`src/rtl/width_convert_stream_if.sv`:
```
// width_convert_stream_if: valid/ready stream bundle for the width converter
// Ports: s_valid/s_ready/s_data/s_last (narrow or wide input side),
//        m_valid/m_ready/m_data/m_last/m_keep (output side).
// slave modport is the converter; master modport is whoever feeds and drains it.
interface width_convert_stream_if #(
  parameter int IN_WIDTH  = 8,
  parameter int OUT_WIDTH = 16
);
  localparam int KW = OUT_WIDTH > IN_WIDTH ? OUT_WIDTH / IN_WIDTH : 1;
  logic                 s_valid, s_ready, s_last;
  logic [IN_WIDTH-1:0]  s_data;
  logic                 m_valid, m_ready, m_last;
  logic [OUT_WIDTH-1:0] m_data;
  logic [KW-1:0]        m_keep;
  modport master (output s_valid, s_data, s_last, m_ready,
                  input  s_ready, m_valid, m_data, m_last, m_keep);
  modport slave  (input  s_valid, s_data, s_last, m_ready,
                  output s_ready, m_valid, m_data, m_last, m_keep);
endinterface

```
`src/rtl/width_convert_stream.sv`:
```
// width_convert_stream: packs narrow beats into wide words or splits wide words into narrow slices
// Ports: clk, rst_n (async, active-low), bus (width_convert_stream_if.slave).
// Lane 0 is the first beat/slice; MSB_FIRST places it in the most-significant lane.
module width_convert_stream #(
  parameter int IN_WIDTH  = 8,
  parameter int OUT_WIDTH = 16,
  parameter bit MSB_FIRST = 1
) (
  input logic clk,
  input logic rst_n,
  width_convert_stream_if.slave bus
);
  if ((OUT_WIDTH % IN_WIDTH != 0) && (IN_WIDTH % OUT_WIDTH != 0)) begin : g_bad
    $error("width_convert_stream: widths must be integer multiples of each other");
  end
  if (OUT_WIDTH > IN_WIDTH) begin : g_up
    localparam int R  = OUT_WIDTH / IN_WIDTH;
    localparam int CW = $clog2(R);
    logic [OUT_WIDTH-1:0] acc_q, acc_d, data_q, data_d, merged;
    logic [R-1:0]         keep_q, keep_d, fill;
    logic [CW-1:0]        cnt_q, cnt_d;
    logic                 valid_q, valid_d, last_q, last_d, take, done;
    assign bus.s_ready = !valid_q || bus.m_ready;
    assign bus.m_valid = valid_q;
    assign bus.m_data  = data_q;
    assign bus.m_keep  = keep_q;
    assign bus.m_last  = last_q;
    always_comb begin
      take   = bus.s_valid && bus.s_ready;
      done   = cnt_q == CW'(R - 1) || bus.s_last;
      merged = acc_q;
      merged[(MSB_FIRST ? (R - 1 - int'(cnt_q)) * IN_WIDTH : int'(cnt_q) * IN_WIDTH) +: IN_WIDTH] = bus.s_data;
      for (int k = 0; k < R; k++) fill[k] = k <= int'(cnt_q);
      acc_d   = acc_q;
      cnt_d   = cnt_q;
      data_d  = data_q;
      keep_d  = keep_q;
      last_d  = last_q;
      valid_d = valid_q && !bus.m_ready;
      if (take) begin
        acc_d = done ? '0 : merged;
        cnt_d = done ? '0 : cnt_q + 1'b1;
        if (done) begin
          data_d  = merged;
          keep_d  = fill;
          last_d  = bus.s_last;
          valid_d = 1'b1;
        end
      end
    end
    always_ff @(posedge clk or negedge rst_n)
      if (!rst_n) begin
        acc_q   <= '0;
        cnt_q   <= '0;
        data_q  <= '0;
        keep_q  <= '0;
        last_q  <= 1'b0;
        valid_q <= 1'b0;
      end else begin
        acc_q   <= acc_d;
        cnt_q   <= cnt_d;
        data_q  <= data_d;
        keep_q  <= keep_d;
        last_q  <= last_d;
        valid_q <= valid_d;
      end
  end else if (IN_WIDTH > OUT_WIDTH) begin : g_down
    localparam int R  = IN_WIDTH / OUT_WIDTH;
    localparam int CW = $clog2(R);
    logic [IN_WIDTH-1:0] hold_q, hold_d;
    logic [CW-1:0]       cnt_q, cnt_d;
    logic                valid_q, valid_d, last_q, last_d, final_slice;
    // the holding register is free again exactly when its last slice leaves
    assign final_slice = cnt_q == CW'(R - 1);
    assign bus.s_ready = !valid_q || (bus.m_ready && final_slice);
    assign bus.m_valid = valid_q;
    assign bus.m_data  = hold_q[(MSB_FIRST ? (R - 1 - int'(cnt_q)) * OUT_WIDTH : int'(cnt_q) * OUT_WIDTH) +: OUT_WIDTH];
    assign bus.m_last  = last_q && final_slice;
    assign bus.m_keep  = valid_q;
    always_comb begin
      hold_d  = hold_q;
      last_d  = last_q;
      cnt_d   = cnt_q;
      valid_d = valid_q;
      if (valid_q && bus.m_ready) begin
        cnt_d   = final_slice ? '0 : cnt_q + 1'b1;
        valid_d = !final_slice;
      end
      if (bus.s_valid && bus.s_ready) begin
        hold_d  = bus.s_data;
        last_d  = bus.s_last;
        cnt_d   = '0;
        valid_d = 1'b1;
      end
    end
    always_ff @(posedge clk or negedge rst_n)
      if (!rst_n) begin
        hold_q  <= '0;
        last_q  <= 1'b0;
        cnt_q   <= '0;
        valid_q <= 1'b0;
      end else begin
        hold_q  <= hold_d;
        last_q  <= last_d;
        cnt_q   <= cnt_d;
        valid_q <= valid_d;
      end
  end else begin : g_eq
    logic [OUT_WIDTH-1:0] data_q, data_d;
    logic                 valid_q, valid_d, last_q, last_d, take;
    assign bus.s_ready = !valid_q || bus.m_ready;
    assign bus.m_valid = valid_q;
    assign bus.m_data  = data_q;
    assign bus.m_last  = last_q;
    assign bus.m_keep  = valid_q;
    always_comb begin
      take    = bus.s_valid && bus.s_ready;
      data_d  = take ? bus.s_data : data_q;
      last_d  = take ? bus.s_last : last_q;
      valid_d = take || (valid_q && !bus.m_ready);
    end
    always_ff @(posedge clk or negedge rst_n)
      if (!rst_n) begin
        data_q  <= '0;
        last_q  <= 1'b0;
        valid_q <= 1'b0;
      end else begin
        data_q  <= data_d;
        last_q  <= last_d;
        valid_q <= valid_d;
      end
  end
endmodule

```
`src/flat_wrapper.sv`:
```
// flat-port wrapper written by rule: the top's interface ports become plain ports
module width_convert_stream_flat 
#(
  parameter int IN_WIDTH  = 8,
  parameter int OUT_WIDTH = 16,
  parameter bit MSB_FIRST = 1
)
  (clk, rst_n, bus_s_valid, bus_s_data, bus_s_last, bus_m_ready, bus_s_ready, bus_m_valid, bus_m_data, bus_m_last, bus_m_keep);
  width_convert_stream_if #(.IN_WIDTH(IN_WIDTH), .OUT_WIDTH(OUT_WIDTH)) bus_i ();
  input logic clk;
  input logic rst_n;
  input wire logic [$bits(bus_i.s_valid)-1:0] bus_s_valid;
  input wire logic [$bits(bus_i.s_data)-1:0] bus_s_data;
  input wire logic [$bits(bus_i.s_last)-1:0] bus_s_last;
  input wire logic [$bits(bus_i.m_ready)-1:0] bus_m_ready;
  output wire logic [$bits(bus_i.s_ready)-1:0] bus_s_ready;
  output wire logic [$bits(bus_i.m_valid)-1:0] bus_m_valid;
  output wire logic [$bits(bus_i.m_data)-1:0] bus_m_data;
  output wire logic [$bits(bus_i.m_last)-1:0] bus_m_last;
  output wire logic [$bits(bus_i.m_keep)-1:0] bus_m_keep;
  assign bus_i.s_valid = bus_s_valid;
  assign bus_i.s_data = bus_s_data;
  assign bus_i.s_last = bus_s_last;
  assign bus_i.m_ready = bus_m_ready;
  assign bus_s_ready = bus_i.s_ready;
  assign bus_m_valid = bus_i.m_valid;
  assign bus_m_data = bus_i.m_data;
  assign bus_m_last = bus_i.m_last;
  assign bus_m_keep = bus_i.m_keep;
  width_convert_stream #(.IN_WIDTH(IN_WIDTH), .OUT_WIDTH(OUT_WIDTH), .MSB_FIRST(MSB_FIRST)) u_core (.clk(clk), .rst_n(rst_n), .bus(bus_i));
endmodule
```
`config.mk`:
```
export PLATFORM = sky130hd
export DESIGN_NAME = width_convert_stream_flat
export DESIGN_NICKNAME = d
export VERILOG_FILES = /design/src/rtl/width_convert_stream_if.sv /design/src/rtl/width_convert_stream.sv /design/src/flat_wrapper.sv
export SDC_FILE = /design/constraint.sdc
export NUM_CORES = 1
export LEC_CHECK = 0
export ABC_AREA = 1
export BUFFER_PORTS_ARGS = -buffer_cell sky130_fd_sc_hd__buf_2
export CORE_MARGIN = 5
export CORE_UTILIZATION = 51
export CTS_BUF_LIST = sky130_fd_sc_hd__clkbuf_4
export DETAILED_ROUTE_END_ITERATION = 7
export PLACE_DENSITY_LB_ADDON = 0.2
export SLEW_MARGIN = 15
export SYNTH_ARGS = -nofsm -noshare
export SYNTH_HDL_FRONTEND = slang
export SYNTH_SLANG_ARGS = --single-unit
```
`constraint.sdc`:
```
create_clock -name clk -period 1.2 [get_ports clk]
set_clock_uncertainty 0.05 [all_clocks]
set_input_delay 0.12 -clock clk [delete_from_list [all_inputs] [get_ports clk]]
set_output_delay 0.12 -clock clk [all_outputs]
set_load 0.02 [all_outputs]
```
==> results of run 1 <==
registers in the layout, indices dropped and copies added (netlist names):
register	flops
u_core.bus.m_valid	1
u_core.g_up.cnt_q	1
u_core.bus.m_data	16
u_core.g_up.acc_q	16
u_core.bus.m_keep	2
u_core.bus.m_last	1
stage by stage:
stage	setup slack (ns)	setup TNS (ns)	cells	cell area, um2	util [%]
5_1_grt	-0.03522	-0.2809	298	2087	63.54
3_5_place_dp	0.04898	0	288	1958	59.62
6_report	0.01759	0	298	2087	63.54
2_1_floorplan	0.04700	0	213	1704	-
4_1_cts	0.003131	0	298	2087	63.54
3_3_place_gp	0.08636	0	288	1958	59.62
critical path, cell delays in order, from the launching register on:
cell and delay [ns]:
dfrtp_2 0.46, nand2_4 0.10, buf_6 0.12
per-layer routing:
metal  vias up  global-route usage, %  part of all wire (%)
li1        740                      -                     -
met1       656                  25.29                    49
met2        48                  25.64                    42
met3         5                  5.657                   7.5
met4         0                  5.316                   1.2
met5         -                      0                     0
placed cells by master (no fill, tap or decap), drive strengths merged:
master / n
a21oi: 1
bufinv: 2
buf: 40
nand3: 33
nand2: 124
dlygate4sd3: 2
dfrtp: 37
inv: 6
o21ai: 1
clkbuf: 5
clkinv: 1
path summary, 6_finish.rpt:
kind,endpoint,slack [ns],cells past startpoint
max,bus_s_ready,0.02,2
min,u_core.bus.m_valid$_DFF_PN0_,0.07,4
max reg2reg,u_core.bus.m_data[1]$_DFFE_PN0P_,0.05,6
min reg2reg,u_core.bus.m_keep[0]$_DFFE_PN0P_,0.42,2
max in group asynchronous,u_core.bus.m_valid$_DFF_PN0_,0.70,3
min in group asynchronous,u_core.bus.m_data[9]$_DFFE_PN0P_,0.21,3
kinds of logic (layout without fill, tap and decap cells):
kind of cell           count (synthesis)  count (layout)  synth area share, %
AND/OR/NAND/NOR                      157             157                38.39
flip-flops                            37              37                54.53
buffers and inverters                 17              56                5.821
AO/OA/AOI/OAI                          2               2                1.253
layout make-up:
class / count / area (um2)
Inverter: 6 / 27.53
Multi-Input combinational cell: 159 / 678.2
Fill cell: 289 / 1197
Timing Repair Buffer: 42 / 294.0
Clock buffer: 5 / 37.54
Clock inverter: 3 / 65.06
Sequential cell: 37 / 927.1
Tap cell: 46 / 57.56
repair_timing:
action,4_1_cts,5_1_grt
gates cloned,0,0
gates resized for setup,2,0
buffers inserted,0,0
hold endpoints to repair,38,0
setup endpoints to repair,1,17
pin swaps,1,0
hold buffers,2,0
report_power, final:
| part | total, W | switching, W | internal, W |
|---|---|---|---|
| Sequential | 0.00160 | 0.000119 | 0.00148 |
| Clock | 0.00106 | 0.000414 | 0.000645 |
| Combinational | 0.00109 | 0.000712 | 0.000379 |
==> run_results.csv, run 1 <==
group,metric,value,unit
floorplanning,initial_core_util,51.70,%
logic_synthesis,synth-async-reset-ratio,100.0,%
critical_path,rr_startpoint,"u_core.g_up.cnt_q$_DFFE_PN0P_",
cells_and_area,syn2layout_area_growth,22.92,%
floorplanning,core,3284,um2
cells_and_area,drive_gt1_share,22.22,%
logic_synthesis,ys_ff_latch,37,
clocking,cts_num_sinks,37,
global_routing,antenna_found_initial,0,
timing,fmax,845.7,MHz
floorplanning,die_x,67.70,um
timing,grt_setup_unrepaired,"true",
job,cap_violations,0,
critical_path,crit_fanout,4,
pwr,cellLeakagePower,1.222,nW
critical_path,worstPathRequired,1.03,ns
logic_synthesis,synth_fp_nets,226,
logic_synthesis,yosys.cell_count.top_type,"nand2_1",
logic_synthesis,avgSynthCellArea,7.971,um2
floorplanning,die_h,67.70,um
logic_synthesis,yosysUniqueCellTypes,13,
worst_hold_path,hp-class,"in2reg",
detailed_routing,drt-total-wl,3579,um
clocking,cts.reportedPaths.clkPinSlew,0.10,ns
timing,period_minus_slack,1.182,ns
detailed_routing,drt-vias-per-instance,4.862,
detailed_routing,num_vias,1449,
detailed_routing,drc,0,
placed_design,hpwl,2465,um
logic_synthesis,synth_top_area_share,54.53,%
clocking,htree_levels,2,
global_routing,grt_pass1_vias,1295,
logic_synthesis,synthCells,213,
pwr,power.density,1796,nW/um2
worst_hold_path,min_from,"bus_m_ready",
detailed_routing,antenna_left,0,
clocking,clockBufferDepth,2,
detailed_routing,drtPass1Iterations,4,
logic_synthesis,synth_edf_count,0,
cells_and_area,nets,264,
timing,hold_violations,0,
floorplanning,num_rows,21,
detailed_routing,drt_iter0_drc,88,
cells_and_area,antenna_cells,0,
floorplanning,die_area,4583,um2
placed_design,place_congestion,0.7790,
outcome,run_status,"finished, final reports clean",
detailed_routing,wl_per_cell,12.01,um
global_routing,grt_overflow,0,
logic_synthesis,synth_top_area_cell,"dfrtp_1",
timing,worst_slew_pin_slew,0.3354,ns
critical_path,worstPathArrival,1.01,ns
logic_synthesis,syn-cell-area,1698,um2
clocking,cts_tree,"done",
logic_synthesis,ys_seq_area_share,54.53,%
global_routing,grt_start_max_net_pins,38,
logic_synthesis,yosys-top-cells-count,"nand2_1, dfrtp_1, nand3_1, buf_2, buf_4",
clocking,cts_buffers,5,
clocking,clock_latency,0.34,ns
timing,drv_slew,0,
timing,relSlewSlack,77.56,%
logic_synthesis,synth-main-ff-cell,"dfrtp_1",
timing,whs,0.06753,ns
pwr,finalPower,0.003748,W
logic_synthesis,ys_top_cells_by_area,"dfrtp_1, nand2_1, nand3_1",
floorplanning,ioPinCount,34,
critical_path,setup.worst_path.start_class,"flop",
global_routing,track_usage,17.77,%
critical_path,crit_path_start,"u_core.bus.m_valid$_DFF_PN0_",
critical_path,cp-end-kind,"output port",
critical_path,critPathKind,"reg2out",
global_routing,grt_pass1_wl,6016,um
pwr,vdd_drop_max,0.0009321,V
placed_design,port_buffers,33,
timing,period_share,98.53,%
logic_synthesis,ys_warn_count,0,
clocking,root_buffer,"clkbuf_4",
timing,setup_viol,0,
Note: power is estimated with default switching activity, not from simulation.
==> run 2, diff against run 1 <==
- PLACE_DENSITY: unset -> 0.79
- PLACE_DENSITY_LB_ADDON: 0.2 -> unset
==> run 2 against run 1 <==
Sequential cell count is the same. Critical endpoint unchanged. First-iteration DRC count rose by 97%. Sequential power is essentially flat. Clock power decreased by 40%. Die area stayed put. Wire length is 7.2% higher.
==> run_results.csv, run 2 (synthesis results as in run 1) <==
group,metric,value,unit
detailed_routing,wl_per_cell,12.83,um
global_routing,antenna_found_initial,0,
floorplanning,num_rows,21,
timing,setup_viol,0,
timing,fin_tns_setup,0,ns
critical_path,setup.worst_path.start_class,"flop",
timing,relSlewSlack,76.61,%
critical_path,crit_chain,"nand2_4 > buf_6",
detailed_routing,drt-vias-per-instance,5.064,
critical_path,critPathKind,"reg2out",
clocking,root_buffer,"clkbuf_4",
pwr,cellLeakagePower,1.198,nW
timing,grt_setup_unrepaired,"true",
critical_path,worstPathArrival,1.02,ns
clocking,clock_latency,0.34,ns
clocking,cts.reportedPaths.clkPinSlew,0.11,ns
critical_path,crit_fanout,4,
floorplanning,die_x,67.70,um
cells_and_area,drive_gt1_share,23.32,%
critical_path,path_delay_family,"flip-flops",
detailed_routing,num_vias,1514,
placed_design,place_congestion,0.7610,
timing,period_share,98.90,%
global_routing,grt_pass1_wl,6313,um
cells_and_area,instances_no_fill,299,
pwr,vdd_drop_max,0.0007492,V
critical_path,cpMaxStageDelayCell,"dfrtp_2",
pwr,power.density,1637,nW/um2
global_routing,grt_start_max_net_pins,35,
floorplanning,die_area,4583,um2
detailed_routing,drt-total-wl,3835,um
critical_path,cpPeakStageDelay,0.46,ns
cells_and_area,nets,265,
cells_and_area,syn2layout_area_growth,20.12,%
clocking,htree_levels,2,
pwr,switching_share,37.94,%
timing,worst_slew_pin_slew,0.3496,ns
pwr,p_switching,0.001267,W
detailed_routing,drc,0,
pwr,combPwrFrac,32.6,%
global_routing,track_usage,18.66,%
detailed_routing,drtPass1Iterations,5,
global_routing,grt_overflow,0,
critical_path,cp-end-kind,"output port",
placed_design,hpwl,2673,um
pwr,power_frac_seq,48.4,%
cells_and_area,mostFrequentLayoutCells,"nand2_1, dfrtp_1, nand3_1, buf_2",
clocking,cts_buffers,5,
global_routing,grt_pass1_vias,1406,
timing,period_minus_slack,1.187,ns
cells_and_area,fillers,294,
critical_path,worstPathRequired,1.03,ns
floorplanning,die_h,67.70,um
pwr,p_clk_share,19.0,%
clocking,cts_tree,"done",
detailed_routing,antenna_left,0,
pwr,finalPower,0.003339,W
floorplanning,core,3284,um2
clocking,post-cts-setup-buffers,0,
timing,hold_violations,0,
clocking,cts_num_sinks,37,
placed_design,dp_cells,289,
pwr,p_int,0.002072,W
worst_hold_path,hp-class,"in2reg",
detailed_routing,drt_iter0_drc,173,
job,cap_violations,0,
clocking,clockBufferDepth,2,
outcome,run_status,"finished, final reports clean",
floorplanning,ioPinCount,34,
cells_and_area,final_common_cell,"nand2_1",
critical_path,path_buf_inv,1,
timing,fmax,842.6,MHz
cells_and_area,antenna_cells,0,
placed_design,port_buffers,33,
timing,drv_slew,0,
floorplanning,initial_core_util,51.70,%
[run 2: cell count changes in the layout (fill, tap and decap cells not counted), sizes merged]
| cell | change |
|---|---|
| buf | +1 |
| bufinv | -2 |
| clkinv | +1 |
| clkinvlp | +1 |
[run 2: final timing paths]
path / depth (start not counted) / to / slack [ns] / from
worst max register to register: 4 / u_core.g_up.cnt_q$_DFFE_PN0P_ / 0.04 / u_core.bus.m_valid$_DFF_PN0_
worst min-delay path: 4 / u_core.bus.m_valid$_DFF_PN0_ / 0.07 / bus_m_ready
max in group asynchronous: 3 / u_core.bus.m_valid$_DFF_PN0_ / 0.50 / rst_n
worst min register to register: 2 / u_core.bus.m_last$_DFFE_PN0P_ / 0.44 / u_core.bus.m_last$_DFFE_PN0P_
worst max-delay path: 2 / bus_s_ready / 0.01 / u_core.bus.m_valid$_DFF_PN0_
min in group asynchronous: 2 / u_core.g_up.acc_q[12]$_DFFE_PN0P_ / 0.16 / rst_n
[run 2: power by group through the flow]
stage / registers, W / logic [W] / clock network [W]
global placement: 0.00163 / 0.00106 / 0
detailed placement: 0.00164 / 0.00108 / 0
floorplan: 0.00183 / 0.000506 / 0
CTS: 0.00161 / 0.00109 / 0.000654
global route: 0.00164 / 0.00119 / 0.000715
finish: 0.00161 / 0.00109 / 0.000635
[run 2: cell type report]
type	instances	area (um2)	area share, %
Sequential cell	37	927.1	45.46
Multi-Input combinational cell	159	683.2	33.50
Timing Repair Buffer	43	289.0	14.17
Tap cell	46	57.56	2.822
Clock buffer	5	37.54	1.840
Inverter	6	27.53	1.350
Clock inverter	3	17.52	0.8589
[run 2: timing repair]
item	4_1_cts	5_1_grt
endpoints found under the setup margin	1	12
pin swaps	1	0
gates resized for setup	2	2
hold endpoints to repair	38	0
gates cloned	0	0
hold buffers	2	0
[run 2: worst reg2reg max path, delay by kind of cell, from the launching register on]
family / cells / cell delay [ns]
AO/OA/AOI/OAI: 1 / 0.08
flip-flops: 1 / 0.46
AND/OR/NAND/NOR: 3 / 0.46
[run 2: through the flow]
| step | area (um2) | util [%] | setup WS, ns | hold WS, ns |
|---|---|---|---|---|
| after floorplan | 1704 | - | 0.04700 | -0.2256 |
| after global placement | 1953 | 59.47 | 0.09902 | -0.01608 |
| after detailed placement | 1953 | 59.47 | 0.04774 | -0.008237 |
| after CTS | 2034 | 61.94 | 0.004059 | 0.06175 |
| after global routing | 2039 | 62.10 | -0.02022 | 0.08381 |
| final | 2039 | 62.10 | 0.01317 | 0.07396 |
[run 2: layer usage]
metal	global-route usage, %	wire (um)	vias to the layer above
li1	-	-	743
met1	25.24	1730	697
met2	28.55	1762	70
met3	3.993	283	4
met4	8.354	59	0
met5	0	0	-
==> run 3, diff against run 2 <==
- CORE_UTILIZATION: 51 -> 48
- CTS_BUF_LIST: sky130_fd_sc_hd__clkbuf_4 -> sky130_fd_sc_hd__clkbuf_16
- PLACE_DENSITY: 0.79 -> 0.75
==> run 3 against run 2 <==
First-iteration DRC count shrank 29%. Highest routed layer unchanged. Cell area grew 6.2%. Global-route usage shrank 1.8 points. Total power grew 31%. Die area grew 5.3%. Largest cell class unchanged.
==> run_results.csv, run 3 (synthesis results as in run 1) <==
group,metric,value,unit
critical_path,critPathKind,"reg2out",
pwr,p_int,0.003037,W
worst_hold_path,hp-class,"in2reg",
critical_path,worstPathRequired,1.03,ns
clocking,htree_levels,2,
global_routing,track_usage,16.81,%
pwr,vdd_drop_max,0.0009030,V
placed_design,port_buffers,33,
placed_design,dp_cells,291,
detailed_routing,drt-vias-per-instance,4.920,
clocking,cts_tree,"done",
timing,grt_setup_unrepaired,"true",
floorplanning,num_rows,21,
floorplanning,die_area,4827,um2
critical_path,ff2ff_setup_slack,0.09,ns
detailed_routing,wl_per_cell,12.94,um
placed_design,place_congestion,0.7782,
cells_and_area,fin_area,2166,um2
timing,period_share,96.62,%
timing,setup_viol,0,
timing,drv_slew,0,
detailed_routing,drt-total-wl,3881,um
floorplanning,die_x,69.48,um
cells_and_area,final_common_cell,"nand2_1",
timing,whs,0.03769,ns
floorplanning,ioPinCount,34,
clocking,root_buffer,"clkbuf_16",
pwr,cellLeakagePower,1.262,nW
placed_design,placed_area,1956,um2
critical_path,crit_fanout,4,
critical_path,cp-end-kind,"output port",
cells_and_area,drive_gt1_share,23.62,%
critical_path,setup.worst_path.start_class,"flop",
clocking,post-cts-setup-buffers,0,
cells_and_area,nets,266,
floorplanning,die_h,69.48,um
timing,fmax,862.5,MHz
clocking,cts_buffers,5,
pwr,p_switching,0.001323,W
cells_and_area,mostFrequentLayoutCells,"nand2_1, dfrtp_1, buf_2, nand3_1, buf_4",
global_routing,grt_pass1_vias,1362,
timing,hold_violations,0,
cells_and_area,syn2layout_area_growth,27.56,%
clocking,cts_num_sinks,37,
global_routing,grt_overflow,0,
timing,worst_slew_pin_slew,0.3015,ns
pwr,p_clk_share,38.1,%
pwr,finalPower,0.004360,W
detailed_routing,drtPass1Iterations,4,
critical_path,worstPathArrival,0.99,ns
critical_path,path_delay_family,"flip-flops",
global_routing,antenna_found_initial,0,
cells_and_area,instances_no_fill,300,
critical_path,crit_chain,"nand2_4 > buf_2",
clocking,clock_latency,0.27,ns
timing,period_minus_slack,1.159,ns
critical_path,cpMaxStageDelayCell,"dfrtp_2",
pwr,power.density,2013,nW/um2
pwr,combPwrFrac,24.8,%
placed_design,hpwl,2802,um
clocking,cts.reportedPaths.clkPinSlew,0.06,ns
detailed_routing,drt_iter0_drc,123,
timing,relSlewSlack,79.90,%
global_routing,grt_pass1_wl,6582,um
job,cap_violations,0,
floorplanning,initial_core_util,50.09,%
global_routing,grt_start_max_net_pins,35,
floorplanning,core,3390,um2
pwr,switching_share,30.35,%
detailed_routing,num_vias,1476,
outcome,run_status,"finished, final reports clean",
pwr,power_frac_seq,37.1,%
critical_path,path_buf_inv,1,
detailed_routing,antenna_left,0,
detailed_routing,drc,0,
clocking,clockBufferDepth,2,
cells_and_area,antenna_cells,0,
critical_path,cpPeakStageDelay,0.44,ns
[run 3: changes by cell type in the layout (fill, tap and decap cells not counted), moves of 2 or more]
cell / delta
clkbuf_16: +5
clkbuf_4: -5
buf_4: +3
bufinv_16: +2
[run 3: layout make-up]
type | count | area, um2
clock buffers | 5 | 125.1
clock inverters | 3 | 65.06
fillers | 283 | 1224
inverters | 6 | 27.53
multi-input cells | 159 | 688.2
flip-flops and latches | 37 | 927.1
well taps | 46 | 57.56
repair buffers | 44 | 275.3
[run 3: timing repair]
action	in CTS	in global routing
hold endpoints to repair	32	0
endpoints found under the setup margin	0	22
hold buffers	1	0
resized for setup	0	2
[run 3: final timing paths]
kind | from | end | cells after the start
max reg2reg | u_core.bus.m_valid$_DFF_PN0_ | u_core.bus.m_data[10]$_DFFE_PN0P_ | 4
max in group asynchronous | rst_n | u_core.g_up.acc_q[8]$_DFFE_PN0P_ | 3
min | bus_s_last | u_core.bus.m_last$_DFFE_PN0P_ | 3
min reg2reg | u_core.bus.m_keep[0]$_DFFE_PN0P_ | u_core.bus.m_keep[0]$_DFFE_PN0P_ | 2
max | u_core.bus.m_valid$_DFF_PN0_ | bus_s_ready | 2
min in group asynchronous | rst_n | u_core.bus.m_data[8]$_DFFE_PN0P_ | 2
[run 3: routing by layer]
metal / vias to the layer above / wire length, um / track usage, % / share of wire (%)
met2: 44 / 1680 / 23.31 / 43
li1: 745 / - / - / -
met5: - / 0 / 0 / 0
met3: 5 / 273 / 3.623 / 7.0
met4: 0 / 48 / 6.508 / 1.2
met1: 682 / 1878 / 25.37 / 48
[run 3: worst min-delay path, stage by stage]
cell and delay [ns]:
buf_2 0.10, nand2_1 0.05, nand2_1 0.06
[run 3: power by group through the flow]
stage	clock network [W]	logic [W]	registers, W
after detailed placement	0	0.00108	0.00164
after global routing	0.00174	0.00120	0.00165
final	0.00166	0.00108	0.00162
after CTS	0.00169	0.00108	0.00162
after floorplan	0	0.000506	0.00183
after global placement	0	0.00106	0.00163
[run 3: through the flow]
stage	util (%)	worst slack [ns]	TNS [ns]
after CTS	63.60	0.05112	0
after global placement	57.70	0.08206	0
after detailed placement	57.70	0.07965	0
final	63.90	0.04055	0
after global routing	63.90	-0.01232	-0.03010
after floorplan	-	0.04700	0
